File: src/rtl/sram_pattern_master.sv
// Avalon-MM bring-up master for the 16-bit SRAM controller: writes an address-derived pattern,
// reads it back with up to MAX_PENDING outstanding reads and counts mismatching words.
module sram_pattern_master #(
    parameter int unsigned ADDR_W      = 20,
    parameter int unsigned DATA_W      = 16,
    parameter int unsigned MAX_PENDING = 4,
    parameter int unsigned CNT_W       = 16
) (
    input  logic                clk,
    input  logic                reset,
    input  logic                start,
    input  logic [ADDR_W-1:0]   base_addr,
    input  logic [ADDR_W:0]     length,
    input  logic [DATA_W-1:0]   seed,
    output logic [ADDR_W-1:0]   address,
    output logic [DATA_W/8-1:0] byteenable,
    output logic                read,
    output logic                write,
    output logic [DATA_W-1:0]   writedata,
    input  logic [DATA_W-1:0]   readdata,
    input  logic                readdatavalid,
    output logic                busy,
    output logic                done,
    output logic                pass,
    output logic [CNT_W-1:0]    err_count,
    output logic [ADDR_W-1:0]   first_err_addr
);

    localparam int unsigned BE_W   = DATA_W / 8;
    localparam int unsigned PEND_W = 4;
    localparam logic [PEND_W-1:0] MaxPend  = PEND_W'(MAX_PENDING);
    localparam logic [ADDR_W:0]   CntOne   = (ADDR_W+1)'(1);
    localparam logic [ADDR_W-1:0] AddrOne  = ADDR_W'(1);
    localparam logic [CNT_W-1:0]  ErrOne   = CNT_W'(1);

    typedef enum logic [2:0] {StIdle, StWrite, StRead, StDrain, StDone} state_e;

    // Low data-width slice of the address XOR seed XOR the remaining high address bits.
    function automatic logic [DATA_W-1:0] pattern(input logic [ADDR_W-1:0] a,
                                                  input logic [DATA_W-1:0] s);
        logic [ADDR_W+2*DATA_W-1:0] ext;
        ext = {{(2*DATA_W){1'b0}}, a};
        return ext[DATA_W-1:0] ^ s ^ ext[2*DATA_W-1:DATA_W];
    endfunction

    state_e              state_q, state_d;
    logic [ADDR_W-1:0]   base_q, base_d;
    logic [ADDR_W:0]     len_q, len_d;
    logic [DATA_W-1:0]   seed_q, seed_d;
    logic [ADDR_W:0]     cnt_q, cnt_d;
    logic [PEND_W-1:0]   pending_q, pending_d;
    logic [ADDR_W-1:0]   resp_addr_q, resp_addr_d;
    logic [ADDR_W-1:0]   address_q, address_d;
    logic [BE_W-1:0]     be_q, be_d;
    logic                read_q, read_d;
    logic                write_q, write_d;
    logic [DATA_W-1:0]   wdata_q, wdata_d;
    logic                busy_q, busy_d;
    logic                done_q, done_d;
    logic                pass_q, pass_d;
    logic [CNT_W-1:0]    err_q, err_d;
    logic [ADDR_W-1:0]   first_q, first_d;
    logic                rsp_ok;
    logic [ADDR_W-1:0]   next_addr;

    always_comb begin
        state_d     = state_q;
        base_d      = base_q;
        len_d       = len_q;
        seed_d      = seed_q;
        cnt_d       = cnt_q;
        resp_addr_d = resp_addr_q;
        address_d   = address_q;
        wdata_d     = wdata_q;
        busy_d      = busy_q;
        pass_d      = pass_q;
        err_d       = err_q;
        first_d     = first_q;
        read_d      = 1'b0;
        write_d     = 1'b0;
        done_d      = 1'b0;

        // Responses with nothing outstanding are strays and must not touch the counters.
        rsp_ok    = readdatavalid && (pending_q != '0);
        pending_d = pending_q + PEND_W'(read_q) - PEND_W'(rsp_ok);
        next_addr = base_q + cnt_q[ADDR_W-1:0];

        if (rsp_ok) begin
            resp_addr_d = resp_addr_q + AddrOne;
            if (readdata != pattern(resp_addr_q, seed_q)) begin
                if (err_q != '1) err_d = err_q + ErrOne;
                if (err_q == '0) first_d = resp_addr_q;
            end
        end

        unique case (state_q)
            StIdle: begin
                if (start) begin
                    base_d      = base_addr;
                    len_d       = length;
                    seed_d      = seed;
                    resp_addr_d = base_addr;
                    err_d       = '0;
                    first_d     = '0;
                    pass_d      = 1'b0;
                    busy_d      = 1'b1;
                    if (length == '0) begin
                        state_d = StDone;
                        done_d  = 1'b1;
                        pass_d  = 1'b1;
                    end else begin
                        state_d   = StWrite;
                        write_d   = 1'b1;
                        address_d = base_addr;
                        wdata_d   = pattern(base_addr, seed);
                        cnt_d     = CntOne;
                    end
                end
            end
            StWrite: begin
                if (cnt_q != len_q) begin
                    write_d   = 1'b1;
                    address_d = next_addr;
                    wdata_d   = pattern(next_addr, seed_q);
                    cnt_d     = cnt_q + CntOne;
                end else begin
                    // First read goes out straight after the last write.
                    state_d   = StRead;
                    read_d    = 1'b1;
                    address_d = base_q;
                    cnt_d     = CntOne;
                end
            end
            StRead: begin
                if (cnt_q == len_q) begin
                    state_d = StDrain;
                end else if (pending_d < MaxPend) begin
                    read_d    = 1'b1;
                    address_d = next_addr;
                    cnt_d     = cnt_q + CntOne;
                end
            end
            StDrain: begin
                if (pending_q == '0) begin
                    state_d = StDone;
                    done_d  = 1'b1;
                    pass_d  = (err_q == '0);
                end
            end
            StDone: begin
                busy_d  = 1'b0;
                state_d = StIdle;
            end
            default: state_d = StIdle;
        endcase

        be_d = (read_d || write_d) ? '1 : '0;
    end

    always_ff @(posedge clk or negedge reset) begin
        if (!reset) begin
            state_q     <= StIdle;
            base_q      <= '0;
            len_q       <= '0;
            seed_q      <= '0;
            cnt_q       <= '0;
            pending_q   <= '0;
            resp_addr_q <= '0;
            address_q   <= '0;
            be_q        <= '0;
            read_q      <= 1'b0;
            write_q     <= 1'b0;
            wdata_q     <= '0;
            busy_q      <= 1'b0;
            done_q      <= 1'b0;
            pass_q      <= 1'b0;
            err_q       <= '0;
            first_q     <= '0;
        end else begin
            state_q     <= state_d;
            base_q      <= base_d;
            len_q       <= len_d;
            seed_q      <= seed_d;
            cnt_q       <= cnt_d;
            pending_q   <= pending_d;
            resp_addr_q <= resp_addr_d;
            address_q   <= address_d;
            be_q        <= be_d;
            read_q      <= read_d;
            write_q     <= write_d;
            wdata_q     <= wdata_d;
            busy_q      <= busy_d;
            done_q      <= done_d;
            pass_q      <= pass_d;
            err_q       <= err_d;
            first_q     <= first_d;
        end
    end

    assign address        = address_q;
    assign byteenable     = be_q;
    assign read           = read_q;
    assign write          = write_q;
    assign writedata      = wdata_q;
    assign busy           = busy_q;
    assign done           = done_q;
    assign pass           = pass_q;
    assign err_count      = err_q;
    assign first_err_addr = first_q;

endmodule

File: config.mk
export PLATFORM = sky130hd
export DESIGN_NAME = sram_pattern_master
export DESIGN_NICKNAME = d
export VERILOG_FILES = /design/src/rtl/sram_pattern_master.sv
export SDC_FILE = /design/constraint.sdc
export NUM_CORES = 1
export LEC_CHECK = 0
export BUFFER_PORTS_ARGS = -buffer_cell sky130_fd_sc_hd__buf_4
export CAP_MARGIN = 5
export CORE_MARGIN = 3
export CORE_UTILIZATION = 55
export CTS_CLUSTER_DIAMETER = 120
export DETAILED_ROUTE_END_ITERATION = 7
export GPL_TIMING_DRIVEN = 1
export PLACE_DENSITY = 0.77
export SLEW_MARGIN = 15
export SYNTH_ARGS = -nofsm -noshare
export SYNTH_HDL_FRONTEND = slang
export SYNTH_SLANG_ARGS = --single-unit
File: constraint.sdc
create_clock -name clk -period 8.3 [get_ports clk]
set_clock_uncertainty 0.2 [all_clocks]
set_input_delay 1.245 -clock clk [delete_from_list [all_inputs] [get_ports clk]]
set_output_delay 1.245 -clock clk [all_outputs]
set_load 0.02 [all_outputs]
After elaboration in Yosys (flattened, before gate mapping)

Cells that the tools add are included.

Register bits: 184

$add $sub $neg: 6
Order comparisons: 1
Eq/ne operators: 16
Mux-type cells: 53
Bitwise gates (word level): 6
Reduce and logical (&&, ||, !) cells: 17

Operators with widths:

| cell                  | number |
|---|---|
| $mux 20               | 13 |
| $mux 16               | 8 |
| $mux 21               | 5 |
| $pmux 21 s3           | 1 |
| $pmux 20 s3           | 1 |
| $xor 16x16->16        | 3 |
| $xor 16x4->16         | 3 |
| $pmux 16 s2           | 1 |
| $add 21x1->21 const B | 1 |
| $eq 21x21->1          | 1 |
| $logic_not 21->1      | 1 |
| $ne 21x21->1          | 1 |
| $add 20x1->20 const B | 1 |
| $add 20x20->20        | 1 |
| $add 16x1->16 const B | 1 |
| $logic_not 16->1      | 1 |
| $ne 16x16->1          | 1 |
| $ne 16x16->1 const B  | 1 |
| $ne 2x2->1 const B    | 8 |
| $mux 3                | 5 |
| $mux 1                | 12 |
| $pmux 3 s4            | 1 |
| $pmux 1 s2            | 5 |
| $reduce_and 4->1      | 2 |
| 17 further kinds      | 21 |

Longest topological paths before layout

Gate-level depths: netlist of run 1.

Word-level depth: 9
Gate-level depth with buffers: 18
Mapped depth without buffers: 16

Worst setup path before layout of run 1

Ideal clock, no wire load.

Path kind: input -> register
From: input readdatavalid
To: register cnt_q[20]
Arrival time: 3.606 ns
Required time: 7.979 ns
Slack: 4.373 ns
Cell stages on the path: 13
Path buffers: 1
Path through: and2_1 > buf_2 > nand2_1 > o21ai_0 > ha_1 > fa_1 > xnor2_1 > inv_1 > a2111oi_4 > o2111ai_4 > nor3_1 > xnor2_1 > nor2_1

Longest elaborated chain between the ends: 5

RTL lines:

| item                              | RTL line | source |
|---|---|---|
| start, declared                   | 21       | `input logic readdatavalid,` |
| $logic_and 1x1->1                 | 84       | `rsp_ok = readdatavalid && (pending_q != '0);` |
| $sub 4x1->4                       | 85       | `pending_d = pending_q + PEND_W'(read_q) - PEND_W'(rsp_ok);` |
| named net pending_d[2]            | 51       | `logic [PEND_W-1:0] pending_q, pending_d;` |
| $lt 4x3->1                        | 137      | `end else if (pending_d < MaxPend) begin` |
| $ne 2x2->1 (no source line)       | n/a      |  |
| $reduce_and 5->1 (no source line) | n/a      |  |
| end signal, assigned              | 184      | `cnt_q <= cnt_d;` |
| end, declared                     | 50       | `logic [ADDR_W:0] cnt_q, cnt_d;` |

The timed path passes the listed nets, and every way through them passes these cells.
A chain may end at the register's enable or synchronous reset.

Final worst setup path of run 1

From: register pending_q[2]
To: register cnt_q[4]

Longest elaborated chain between the ends: 6
Elaborated cells on any way between the ends: 7
Those cells by class: 2 x add/sub; 1 x order compare; 1 x eq/ne; 3 x reduce/logical

RTL lines:

| item                                                | RTL line | source |
|---|---|---|
| start, declared                                     | 51       |  |
| start signal, assigned                              | 185      | `pending_q <= pending_d;` |
| branches (longest 2 deep; another with $add 4x1->4) | n/a      |  |
| $sub 4x1->4 (*)                                     | 85       |  |
| named net pending_d[2]                              | 51       |  |
| $lt 4x3->1 (*)                                      | 137      |  |
| $ne 2x2->1 (no source line) (*)                     | n/a      |  |
| $reduce_and 5->1 (no source line) (*)               | n/a      |  |

Mark *: on every way through the listed nets, which the timed path passes.

==> results of run 1 <==
==> logic make-up after synthesis <==
family	count (synthesis)	share of synthesized area [%]
flops	183	43.6
mux	27	2.58
simple gates	487	21.2
compound gates	193	12.1
buf+inv	80	3.30
fa+ha+maj	29	3.60
xor+xnor	151	13.6
==> worst min-delay path by stage <==
| stage | startpoint | end | slack, ns |
|---|---|---|---|
| after detailed placement | writedata[9]$_DFFE_PN0P_ | writedata[9]$_DFFE_PN0P_ | 0.27 |
| after global placement | writedata[11]$_DFFE_PN0P_ | writedata[11]$_DFFE_PN0P_ | 0.26 |
| after CTS | writedata[9]$_DFFE_PN0P_ | writedata[9]$_DFFE_PN0P_ | 0.29 |
| after global routing | writedata[6]$_DFFE_PN0P_ | writedata[6]$_DFFE_PN0P_ | 0.32 |
| final | writedata[9]$_DFFE_PN0P_ | writedata[9]$_DFFE_PN0P_ | 0.28 |
| after floorplan | len_q[11]$_DFFE_PN0P_ | len_q[11]$_DFFE_PN0P_ | 0.27 |
==> metrics by stage <==
stage          area [um^2]  util [%]  hold WS [ns]
2_1_floorplan        10500         -         0.266
3_3_place_gp         11800      64.2         0.263
3_5_place_dp         11800      64.2         0.273
4_1_cts              12400      67.3         0.288
5_1_grt              12400      67.3         0.316
6_report             12400      67.3         0.283
==> placed cells by master (no fill, tap or decap), types with 26 or more instances in the layout <==
master   count
xnor2_1    102
xor2_1      41
mux2i_1     26
nand2_1    225
a21oi_1     57
o21ai_0     57
inv_1       26
buf_4      164
nand3_1     30
ha_1        27
dfrtp_1    183
nor2_1     114
==> tightest hold or removal path: stages, from the launching register on <==
cell     delay (ns)
dfrtp_1        0.35
nand2_1        0.04
o21ai_0        0.06
==> metal layers <==
layer / part of all wire, % / up-vias / global-route usage, % / wire length, um
met5: 0 / - / 0 / 0
met1: 43 / 4259 / 41.9 / 12700
met2: 45 / 386 / 44.8 / 13300
met4: 3.7 / 0 / 12.3 / 1100
li1: - / 4198 / - / -
met3: 7.6 / 60 / 4.53 / 2240
==> power groups by stage <==
stage	Sequential (mW)	Combinational (mW)	Clock, mW
finish	1.64	2.05	0.812
global route	1.69	2.27	0.862
CTS	1.64	2.05	0.821
detailed placement	1.65	2.03	0
global placement	1.64	1.97	0
floorplan	1.69	1.32	0
==> registers in the layout, indices dropped and copies added (netlist names), 3 cells and up <==
register        flops
address            20
state_q             3
writedata          16
base_q             20
seed_q             16
len_q              21
cnt_q              21
first_err_addr     20
err_count          16
resp_addr_q        20
pending_q           4
==> cell usage after synthesis, drive strengths merged, types with 11 or more instances <==
library cell	n
nand4	24
xor2	41
a221oi	13
ha	27
clkbuf	32
a21oi	58
mux2i	26
nor2	116
nor3	25
nand2	227
dfrtp	183
inv	27
and3	13
nor4	11
buf	21
nand3	30
o21ai	60
xnor2	102
==> area by class of cell <==
type | instances | area [um^2]
multi-input cells | 887 | 5590
flip-flops and latches | 183 | 4580
repair buffers | 165 | 1240
clock inverters | 14 | 144
fillers | 1520 | 6010
well taps | 229 | 287
inverters | 27 | 101
clock buffers | 18 | 439
==> results summary, run 1 <==
The antenna violation net count after detailed routing is 0. Relative to the synthesized area, the layout overhead comes to 17.8%. The layout cell share with drive strength beyond 1 is approximately 17%. The critical path ends at cnt_q[4]$_DFFE_PN0P_. The wire length after detailed routing came out at 29,300 um.

After synthesis, the cell types taking the most area are dfrtp_1 44%, xnor2_1 8.5%, nand2_1 8.0%. The vertical extent of the die came out at 144 um. The class of the tightest hold or removal check is reg2reg. The slew at the pin closest to its max-slew limit came out at 1.02 ns.

Of all cell types, the one taking the most synthesized area is dfrtp_1. The final total power is around 4.5 mW. The biggest cell delay along the critical path is ~0.56 ns.

Post-CTS timing repair inserted 0 buffers for setup. The endpoint identified for the worst register-to-register timing path is cnt_q[4]$_DFFE_PN0P_. The depth of the worst hold-timing path came out at 2. The relative contribution of the clock network to total power is 18.0%.

In this design, the largest share of critical-path delay is due to simple AND/OR/NAND/NOR gates. The start of the worst register-to-register path is pending_q[2]$_DFF_PN0_. The startpoint of the worst setup timing path is pending_q[2]$_DFF_PN0_.

The sequential cell fraction of total power is a little over a third. The cell-internal power came out at approximately 2.6 mW. The number of placed instances with taps included came out at approximately 1,500.

The total number of cells along the worst setup path came out at 16. The worst-path cell with the longest stage delay is inv_2. The synthesized instance count is between 1,000 and 1,500.

The antenna diode instance count came out at 0. The depth of the worst register-to-register path is 16. Measured against its own limit, the worst slew margin works out to about a third. The master cell of the clock root buffer is clkbuf_16. The CTS sink count came out at between 150 and 200. The post-layout worst setup margin is between 3 and 4 ns. The run finished with clean final reports. The post-detailed-placement half-perimeter wirelength came out at between 20,000 and 25,000 um. The count of cell types in the netlist is 81.

The number of failing hold endpoints at the final stage is 0. The total global routing track utilization is between 20% and 30%. The minimum clock period came out at between 4 and 5 ns. The proportion of power drawn by combinational gates came out at 45.5%. The number of setup violations in the final report came out at 0. The max-slew violation total from the final report came out at 0. The starting DRC count in detailed routing came out at 848. The number of H-tree branching levels is 4. The net count of the finished layout came out at between 1,000 and 1,500.

The count of standard-cell rows came out at 49. Net switching is about two fifths of the power. The max-capacitance violation count came out at 0. The category of the worst setup path launch point is a register. The count of hold-fix buffers inserted at cts is 0.

The leftover overflow at the end of global routing is 0. The clock reaches the later pin of the worst-skew pair after between 0.4 and 0.5 ns. The length of the first detailed-routing pass in iterations came out at 6. The total net switching power came out at between 1.5 and 2 mW. The maximum vdd drop is approximately 0.00018 V. Routability-driven placement finished with a final weighted congestion of a little under 0.9. The total CTS buffers is 17. The endpoint type of the worst setup path is a register.

The number of buffers on the longest clock path is 2. The initial core utilization came out at 57.1%. The number of antenna violations at the first check in global routing is 0. The DRC violation count after routing is 0.

The post-place setup slack came out at between 3 and 4 ns. The sequential-to-total area share from yosys stat is 43.6%. After clock tree synthesis, the clock-pin slew on the worst setup and hold paths is around 0.070 ns.

Derived from the worst setup path, the maximum achievable clock frequency is 0.217 GHz. The largest net degree at the start of global routing is 107. The largest fanout of any net on the critical path came out at 39. The first-pass GRT wire length is roughly 47,000 um. The number of nets in the synthesized netlist is about 1,300. Summed over all cells, the static leakage comes to around 5.7 nW. The share of the synthesized area in the top cell type came out at 43.6%. TritonCTS built the clock tree. The critical path goes through inv_1, ha_1, or3b_2, and2_1, nand2_1, o21ai_0, ha_1, fa_1, xnor2_1, inv_1, a2111oi_4, nor2_4, inv_2, nand4_1, xor2_1, nor2_1. The vias per cell is 5.85. The number of buffers and inverters on the critical path came out at 3. The final standard cell count with taps included and fillers excluded came out at between 1,500 and 2,000. The region available for standard cell placement spans ~18,000 um^2. The mean cell area of the mapped netlist came out at 9.14 um^2. The power per cell area came out at 364 nW/um^2. The most used flip-flop cell after synthesis is dfrtp_1. The post-synthesis sequential element count is around 180. The register-to-register setup slack is approximately 3.7 ns.

The die covers between 20,000 and 25,000 um^2. The overall via count from detail_route came out at roughly 8,900. For the worst setup path, the data required time is ~8.4 ns. The post-cts resize count is 0. In this run, synthesis inferred 0 flip-flops with an integrated enable. Setup repair after global routing left no endpoint under its margin. The number of top-level pins came out at ~160. For this run, the number of Yosys warnings is 0. The data arrival time of the critical path is 4.72 ns.

The per-cell routed wire length is 19.3 um. The setup TNS came out at 0 ns. The type of the worst setup path is reg2reg. The via count of the first global-routing pass came out at 8,706.

The count of buffers added on input and output ports is about 160. In this run the horizontal extent of the chip is ~140 um. The cell area that synthesis handed to floorplanning was 10,500 um^2.

The share of flip-flops with an asynchronous set or reset after synthesis came out at 100%. The share of the clock period used by the worst path after layout came out at 55.4%.
No activity file was read; power rests on OpenSTA's default activity.
==> run 2, diff against run 1 <==
--- a/config.mk
+++ b/config.mk
@@ -5,6 +5,7 @@
 export SDC_FILE = /design/constraint.sdc
 export NUM_CORES = 1
 export LEC_CHECK = 0
+export ABC_AREA = 1
 export BUFFER_PORTS_ARGS = -buffer_cell sky130_fd_sc_hd__buf_4
 export CAP_MARGIN = 5
 export CORE_MARGIN = 3
@@ -12,7 +13,7 @@
 export CTS_CLUSTER_DIAMETER = 120
 export DETAILED_ROUTE_END_ITERATION = 7
 export GPL_TIMING_DRIVEN = 1
-export PLACE_DENSITY = 0.77
+export PLACE_DENSITY = 0.76
 export SLEW_MARGIN = 15
 export SYNTH_ARGS = -nofsm -noshare
 export SYNTH_HDL_FRONTEND = slang
==> constraint.sdc (replaced) <==
create_clock -name clk -period 4.7 [get_ports clk]
set_clock_uncertainty 0.2 [all_clocks]
set_input_delay 0.705 -clock clk [delete_from_list [all_inputs] [get_ports clk]]
set_output_delay 0.705 -clock clk [all_outputs]
set_load 0.02 [all_outputs]
==> results summary, run 2 <==
The post-cts resize count is 0 (unchanged). The slew at the pin closest to its max-slew limit came out at 1.10 ns (was 1.02 ns). The sequential-to-total area share from yosys stat came out at 38.0% (was 43.6%). The number of setup violations in the final report is 0 (unchanged). The endpoint type of the worst setup path is a register (unchanged). The count of yosys warnings during synthesis is 0 (unchanged). The number of nets in the synthesized netlist came out at 1,894 (was 1,256).

Top Registers: cnt_q: 21 flops, len_q: 21 flops (unchanged). The complex-gate fraction of the synthesized area is 7.29% (was 12.1%). The largest fanout of any net on the critical path is 47 (was 39). The share of the synthesized area in the top cell type came out at 38.0% (was 43.6%). The portion of netlist area occupied by mux cells came out at 0% (was 2.58%). The adder-cell share of the synthesized area came out at 3.13% (was 3.60%). The wire length after detailed routing came to 36,600 um (was 29,300 um). The commonest non-fill, non-tap cell in the layout is nand2_1 (unchanged). The cell type contributing the most total cell area after synthesis is dfrtp_1 (unchanged). The total global routing track utilization is 31.2% (was 29.3%).

The layout cell share with drive strength beyond 1 came out at 11.6% (was 17.5%). The footprint of the multi-input gates came out at 6430 um^2 (was 5590 um^2). The CTS sink count is 183 (unchanged).

The category of the worst setup path launch point is a register (unchanged). The finished layout cell area came out at 13,900 um^2 (was 12,400 um^2). The master cell of the clock root buffer was clkbuf_16 (unchanged). The post-synthesis sequential element count came out at 183 (unchanged). The number of failing hold endpoints at the final stage is 0 (unchanged). The area of the mapped netlist came out at 12,100 um^2 (was 10,500 um^2). The final total power came out at 8.96 mW (was 4.51 mW).

The vias per cell came to 5.43 (was 5.85). The most instantiated flip-flop cell in the synthesis netlist was dfrtp_1 (unchanged). The layout overhead on the synthesized area came out at 15.6% (was 17.8%). The number of buffers and inverters on the critical path is 3 (unchanged).

The worst relative slew slack came out at 26.8% (was 31.8%). The power per cell area is 643 nW/um^2 (was 364 nW/um^2). The biggest cell delay along the critical path came out at 0.44 ns (was 0.56 ns). The DRC violation count after routing came out at 0 (unchanged). The TritonCTS clock tree was done (unchanged). The post-placement cell area came out at 13,300 um^2 (was 11,800 um^2). The largest net degree at the start of global routing is 99 (was 107). The minimum clock period is 3.75 ns (was 4.60 ns).

The via count of the first global-routing pass is 11,500 (was 8,706). The area of the placeable core is 21,300 um^2 (was 18,400 um^2). The net count of the finished layout is 2,017 (was 1,387).

Most instantiated cells after synthesis: 671 x nand2_1, 187 x inv_1, 183 x dfrtp_1, 181 x nor2_1, 127 x nand3_1 (was 225 x nand2_1, 183 x dfrtp_1, 115 x nor2_1, 102 x xnor2_1). The share of the clock period used by the worst path after layout is 79.8% (was 55.4%). The initial core utilization came out at 56.6% (was 57.1%).

The length of the first detailed-routing pass in iterations is 5 (was 6). The required time of the critical path came out at 4.83 ns (was 8.42 ns). The antenna violation net count after detailed routing came out at 0 (unchanged).

The max-slew violation total from the final report is 0 (unchanged). Leading cell types in the layout, fill and taps excluded: 671 x nand2_1, 187 x inv_1, 183 x dfrtp_1, 181 x nor2_1, 162 x buf_4 (was 225 x nand2_1, 183 x dfrtp_1, 164 x buf_4, 114 x nor2_1, 102 x xnor2_1). The highest clock frequency the design can meet is 0.267 GHz (was 0.217 GHz). The overall via count from detail_route is 11,900 (was 8,903). The leftover overflow at the end of global routing came to 0 (unchanged). The number of antenna violations at the first check in global routing is 0 (unchanged). The number of H-tree branching levels came out at 4 (unchanged). The first-pass GRT wire length came out at 59,700 um (was 47,000 um). The count of hold-fix buffers inserted at cts is 0 (unchanged). The maximum vdd drop was 0.000329 V (was 0.000177 V). The number of top-level pins came out at 156 (unchanged). The dominant cell by count in the synthesized netlist is nand2_1 (unchanged). The simple logic cell fraction of the synthesized area came to 36.1% (was 21.2%). The per-cell routed wire length came out at 16.6 um (was 19.3 um). The leakage power total came out at 7.58 nW (was 5.67 nW). The mean cell area of the mapped netlist was 6.74 um^2 (was 9.14 um^2). The type of the worst setup path is reg2reg (unchanged). The number of port buffers is 155 (unchanged).

Critical path cell sequence: inv_1, ha_1, nand3_2, nand2_1, inv_1, nand2_1, o21ai_0, ha_1, fa_1, xor2_1, nor2_1, nand2_1, nand2_1, nand2_2, buf_4, nor2_1, nand2_1, nand2_1 (was inv_1, ha_1, or3b_2, and2_1, nand2_1, o21ai_0, ha_1, fa_1, xnor2_1, inv_1, a2111oi_4, nor2_4, inv_2, nand4_1, xor2_1, nor2_1). The number of buffers on the longest clock path is 2 (unchanged). The setup TNS is 0 ns (unchanged). The xor and xnor area share after synthesis is 6.83% (was 13.6%).

The dominant combinational cell family by area after synthesis is simple AND/OR/NAND/NOR gates (unchanged). The x dimension of the die came to 154 um (was 144 um). Top area cells in the synthesized netlist: dfrtp_1 38%, nand2_1 21%, inv_1 5.8% (was dfrtp_1 44%, xnor2_1 8.5%, nand2_1 8.0%). The fill cell total of the finished layout came to 1,922 (was 1,520). The post-detailed-placement half-perimeter wirelength came out at 26,800 um (was 21,400 um).

The cell that appears most often on the critical path is nand2_1. Unrepaired setup endpoints after global routing: false (unchanged). The kind of cell adding the most delay to the critical path is simple AND/OR/NAND/NOR gates (unchanged). The data arrival time of the critical path came out at 3.88 ns (was 4.72 ns).

The vertical extent of the die is 154 um (was 144 um). The starting DRC count in detailed routing was 988 (was 848). The count of standard-cell rows is 53 (was 49). The synthesized instance count is 1,788 (was 1,150).

The global placement routability congestion came out at 0.937 (was 0.891). The class of the tightest hold or removal check is in2async (was reg2reg). The worst-path cell with the longest stage delay is buf_4 (was inv_2). The total number of cells along the worst setup path is 18 (was 16). The max-capacitance violation count is 0 (unchanged). The post-CTS clock slew at the launch and capture registers of the worst setup and hold paths came out at 0.08 ns (was 0.07 ns). Outcome: finished clean (unchanged). The count of cell types in the netlist came out at 37 (was 81). The share of flip-flops with an asynchronous set or reset after synthesis was 100% (unchanged).

The total CTS buffers is 17 (unchanged). The area of all sequential standard cells is 4580 um^2 (unchanged). The full die area is 23,700 um^2 (was 20,800 um^2).

The antenna diode instance count came to 0 (unchanged). The depth of the worst register-to-register path is 18 (was 16). The number of buffers added for setup after CTS is 0 (unchanged). The number of synthesized flops with an enable pin is 0 (unchanged). The clock network latency to the later pin of the worst-skew pair was 0.44 ns (was 0.45 ns).
==> run 2: cell count changes after synthesis, moves of 37 or more <==
| cell | change |
|---|---|
| nand3_1 | +97 |
| nand2_1 | +446 |
| nor2_1 | +66 |
| inv_1 | +161 |
| o21ai_0 | +37 |
| xnor2_1 | -81 |
==> run 2: power breakdown <==
group	internal (mW)	switching, mW	total (mW)
clock network	0.729	0.723	1.45
registers	2.20	0.662	2.86
logic	1.59	3.05	4.64
==> run 2: kinds of logic (layout without fill, tap and decap cells) <==
group | after synthesis | after routing
fa+ha+maj | 29 | 29
compound gates | 170 | 170
flops | 183 | 183
buf+inv | 257 | 393
simple gates | 1055 | 1055
xor+xnor | 94 | 94
==> run 2: path summary, 6_finish.rpt <==
kind | start | endpoint | slack (ns)
min in group clk | length[1] | len_q[1]$_DFFE_PN0P_ | 0.28
setup reg to reg | pending_q[2]$_DFF_PN0_ | address[7]$_DFFE_PN0P_ | 0.95
hold reg to reg | address[14]$_DFFE_PN0P_ | address[14]$_DFFE_PN0P_ | 0.28
hold / removal | reset | err_count[0]$_DFF_PN0_ | 0.18
max in group asynchronous | reset | first_err_addr[8]$_DFF_PN0_ | 3.20
setup / recovery | pending_q[2]$_DFF_PN0_ | address[7]$_DFFE_PN0P_ | 0.95
==> run 2: worst register-to-register path: cells and delay by family (launching register included) <==
kind | cells | cell delay [ns]
and+or+nand+nor | 10 | 1.33
adders and majority gates | 3 | 0.77
xor gates and xnor gates | 1 | 0.22
buffers and inverters | 3 | 0.64
AOI/OAI and AO/OA | 1 | 0.12
DFF | 1 | 0.37
==> run 2: layout make-up <==
type | instances | area share (%)
inverters | 197 | 5.31
flip-flops and latches | 183 | 32.9
clock inverters | 14 | 1.14
well taps | 275 | 2.47
clock buffers | 18 | 3.15
multi-input cells | 1348 | 46.1
repair buffers | 164 | 8.95
==> run 2: metal layers <==
| layer | wire (um) | vias to the layer above | global-route usage [%] |
|---|---|---|---|
| li1 | - | 5841 | - |
| met1 | 16000 | 5565 | 44.1 |
| met2 | 16500 | 474 | 48.6 |
| met3 | 3300 | 54 | 6.73 |
| met4 | 841 | 0 | 8.66 |
| met5 | 0 | - | 0 |
==> run 2: metrics by stage <==
step / hold slack [ns] / instances / util (%) / setup WS [ns]
5_1_grt: 0.248 / 2199 / 65.5 / 0.565
2_1_floorplan: 0.209 / 1788 / - / 1.60
3_5_place_dp: 0.267 / 2167 / 62.7 / 0.873
3_3_place_gp: 0.268 / 2167 / 62.7 / 1.05
6_report: 0.181 / 2199 / 65.5 / 0.951
4_1_cts: 0.209 / 2199 / 65.5 / 0.945
==> run 3, diff against run 2 <==
==> constraint.sdc (replaced) <==
create_clock -name clk -period 3.67 [get_ports clk]
set_clock_uncertainty 0.2 [all_clocks]
set_input_delay 0.5505 -clock clk [delete_from_list [all_inputs] [get_ports clk]]
set_output_delay 0.5505 -clock clk [all_outputs]
set_load 0.02 [all_outputs]
==> results summary, run 3 (same netlist as run 2, synthesis figures left out) <==
The category of the worst setup path launch point is a register (unchanged). The slew at the pin closest to its max-slew limit is 0.997 ns (was 1.10 ns). The antenna diode instance count is 0 (unchanged). The number of H-tree branching levels was 4 (unchanged).

The proportion of power drawn by combinational gates was 51.5% (was 51.8%). The full die area came out at 23,700 um^2 (unchanged). The cell occurring most often along the worst timing path is nand2_1 (unchanged). The relative contribution of the clock network to total power came out at 17.1% (was 16.2%). Outcome: finished clean (unchanged). The post-place setup slack is 0.445 ns (was 0.873 ns). The max-capacitance violation count was 0 (unchanged). The number of failing hold endpoints at the final stage is 0 (unchanged). The power per cell area is 833 nW/um^2 (was 643 nW/um^2). The DRC violation count after routing was 0 (unchanged). The area of the placeable core came out at 21,300 um^2 (unchanged). The maximum vdd drop is 0.000549 V (was 0.000329 V). The total net switching power is 5.70 mW (was 4.44 mW). The vias per cell is 5.37 (was 5.43). The largest net degree at the start of global routing is 99 (unchanged). The launch point of the worst hold path is length[1]. Leading cell types in the layout, fill and taps excluded: 671 x nand2_1, 187 x inv_1, 183 x dfrtp_1, 181 x nor2_1, 169 x buf_4 (was 671 x nand2_1, 187 x inv_1, 183 x dfrtp_1, 181 x nor2_1, 162 x buf_4).

The x dimension of the die is 154 um (unchanged). The count of standard-cell rows is 53 (unchanged). The initial core utilization came out at 56.6% (unchanged). The total global routing track utilization came out at 30.5% (was 31.2%).

The starting DRC count in detailed routing came out at 1,017 (was 988). The post-detailed-placement half-perimeter wirelength came out at 27,000 um (was 26,800 um). Unrepaired setup endpoints after global routing: false (unchanged). The type of the worst setup path is reg2reg (unchanged). The clock network latency to the later pin of the worst-skew pair is 0.44 ns (about the same). The overall via count from detail_route came out at 11,900 (about the same). The biggest cell delay along the critical path came out at 0.38 ns (was 0.44 ns). The setup TNS came out at 0 ns (unchanged). The master cell of the clock root buffer is clkbuf_16 (unchanged). The switching power share of the total came out at 48.8% (was 49.6%). The endpoint type of the worst setup path is a register (unchanged). Critical path cell sequence: inv_1, ha_1, nand3_2, nand2_1, inv_1, nand2_1, o21ai_0, ha_1, fa_1, xor2_1, nor2_1, nand2_1, nand2_1, nand2_2, buf_6, nor2_1, nand2_1, nand2_1 (was inv_1, ha_1, nand3_2, nand2_1, inv_1, nand2_1, o21ai_0, ha_1, fa_1, xor2_1, nor2_1, nand2_1, nand2_1, nand2_2, buf_4, nor2_1, nand2_1, nand2_1). The number of buffers and inverters on the critical path came out at 3 (unchanged). The number of antenna violations at the first check in global routing is 0 (unchanged).

The required time of the critical path was 3.80 ns (was 4.83 ns). The class of the tightest hold or removal check was in2reg (was in2async). The share of the clock period used by the worst path after layout came to 86.9% (was 79.8%). The net count of the finished layout is 2,026 (was 2,017).

The number of buffers added for setup after CTS came to 0 (unchanged). The minimum clock period is 3.19 ns (was 3.75 ns). The largest fanout of any net on the critical path came out at 54 (was 47). The final core area utilization is 66.0% (was 65.5%).

The kind of cell adding the most delay to the critical path is simple AND/OR/NAND/NOR gates (unchanged). The number of setup violations in the final report came out at 0 (unchanged). The TritonCTS clock tree is done (unchanged).

The wire length after detailed routing was 36,600 um (about the same). The per-cell routed wire length came out at 16.6 um (about the same). The commonest non-fill, non-tap cell in the layout was nand2_1 (unchanged).

The layout overhead on the synthesized area is 16.5% (was 15.6%). The first-pass GRT wire length is 58,200 um (was 59,700 um). The number of top-level pins is 156 (unchanged). Top Registers: cnt_q: 21 flops, len_q: 21 flops (unchanged). The highest clock frequency the design can meet came to 0.313 GHz (was 0.267 GHz). The via count of the first global-routing pass was 11,000 (was 11,500). The post-CTS clock slew at the launch and capture registers of the worst setup and hold paths came out at 0.07 ns (was 0.08 ns). The antenna violation net count after detailed routing came to 0 (unchanged). The leakage power total was 7.64 nW (was 7.58 nW). The max-slew violation total from the final report came to 0 (unchanged). The post-layout worst setup margin came out at 0.479 ns (was 0.951 ns).

The global placement routability congestion is 0.953 (was 0.937). The startpoint of the worst setup timing path was pending_q[2]$_DFF_PN0_ (unchanged). The layout cell share with drive strength beyond 1 is 12.0% (was 11.6%). The number of port buffers came to 155 (unchanged). The CTS sink count is 183 (unchanged).

The worst hold margin came out at 0.121 ns (was 0.181 ns). The worst relative slew slack is 33.5% (was 26.8%). The total CTS buffers came to 17 (unchanged). The start of the worst register-to-register path is pending_q[2]$_DFF_PN0_ (unchanged).

The length of the first detailed-routing pass in iterations came out at 6 (was 5). The cell-internal power is 5.99 mW (was 4.52 mW). The worst-path cell with the longest stage delay is dfrtp_1 (was buf_4). The data arrival time of the critical path is 3.32 ns (was 3.88 ns). The sequential cell fraction of total power came out at 31.3% (was 31.9%). The vertical extent of the die came to 154 um (unchanged). The leftover overflow at the end of global routing is 0 (unchanged). The number of buffers on the longest clock path was 2 (unchanged).
run 3: cell count changes in the layout (fill, tap and decap cells not counted):
| cell | before | now |
|---|---|---|
| clkinv_8 | 4 | 1 |
| clkinvlp_4 | 1 | 2 |
| buf_6 | 1 | 2 |
| clkbuf_8 | 1 | 0 |
| inv_6 | 4 | 2 |
| inv_8 | 3 | 4 |
| dlygate4sd3_1 | 0 | 1 |
| buf_4 | 162 | 169 |
| clkinv_4 | 2 | 3 |
| bufinv_16 | 0 | 3 |
run 3: worst paths after layout:
| check | to | slack (ns) | cells after the start |
|---|---|---|---|
| hold reg to reg | address[16]$_DFFE_PN0P_ | 0.28 | 2 |
| setup reg to reg | address[15]$_DFFE_PN0P_ | 0.48 | 18 |
| min in group asynchronous | err_count[3]$_DFF_PN0_ | 0.44 | 2 |
| max in group asynchronous | address[8]$_DFFE_PN0P_ | 1.92 | 3 |
| hold / removal | len_q[1]$_DFFE_PN0P_ | 0.12 | 3 |
| setup / recovery | address[15]$_DFFE_PN0P_ | 0.48 | 18 |
run 3: what timing repair did:
item	in CTS	in global routing
gates resized for setup	0	1
setup endpoints to repair	0	3
endpoints found under the hold margin	57	0
hold buffers	1	0
run 3: per-layer routing:
layer	track usage [%]	routed length [um]	up-vias
met5	0	0	-
met4	9.88	1030	0
met3	6.78	3220	72
met2	47.2	16300	501
met1	43.0	16000	5421
li1	-	-	5869
run 3: area by class of cell:
type,instances,area [um^2]
repair buffers,173,1320
well taps,275,344
clock inverters,15,210
fillers,1937,7240
flip-flops and latches,183,4580
multi-input cells,1348,6430
inverters,197,739
clock buffers,17,425
run 3: power by group through the flow:
stage | clock network (mW) | registers [mW] | logic, mW
final | 2.00 | 3.66 | 6.03
after global routing | 2.12 | 3.76 | 6.75
after global placement | 0 | 3.66 | 5.77
after CTS | 2.02 | 3.64 | 5.95
after detailed placement | 0 | 3.66 | 5.93
after floorplan | 0 | 3.78 | 3.93
run 3: worst min-delay path, delay by kind of cell:
family	cells	cell delay (ns)
AND/OR/NAND/NOR	2	0.08
buffers and inverters	1	0.09
run 3: through the flow:
step	power [mW]	cell area (um^2)	instances
after floorplan	7.70	12100	1788
after global placement	9.43	13400	2175
after detailed placement	9.58	13400	2175
after CTS	11.6	14000	2208
after global routing	12.6	14000	2208
final	11.7	14000	2208
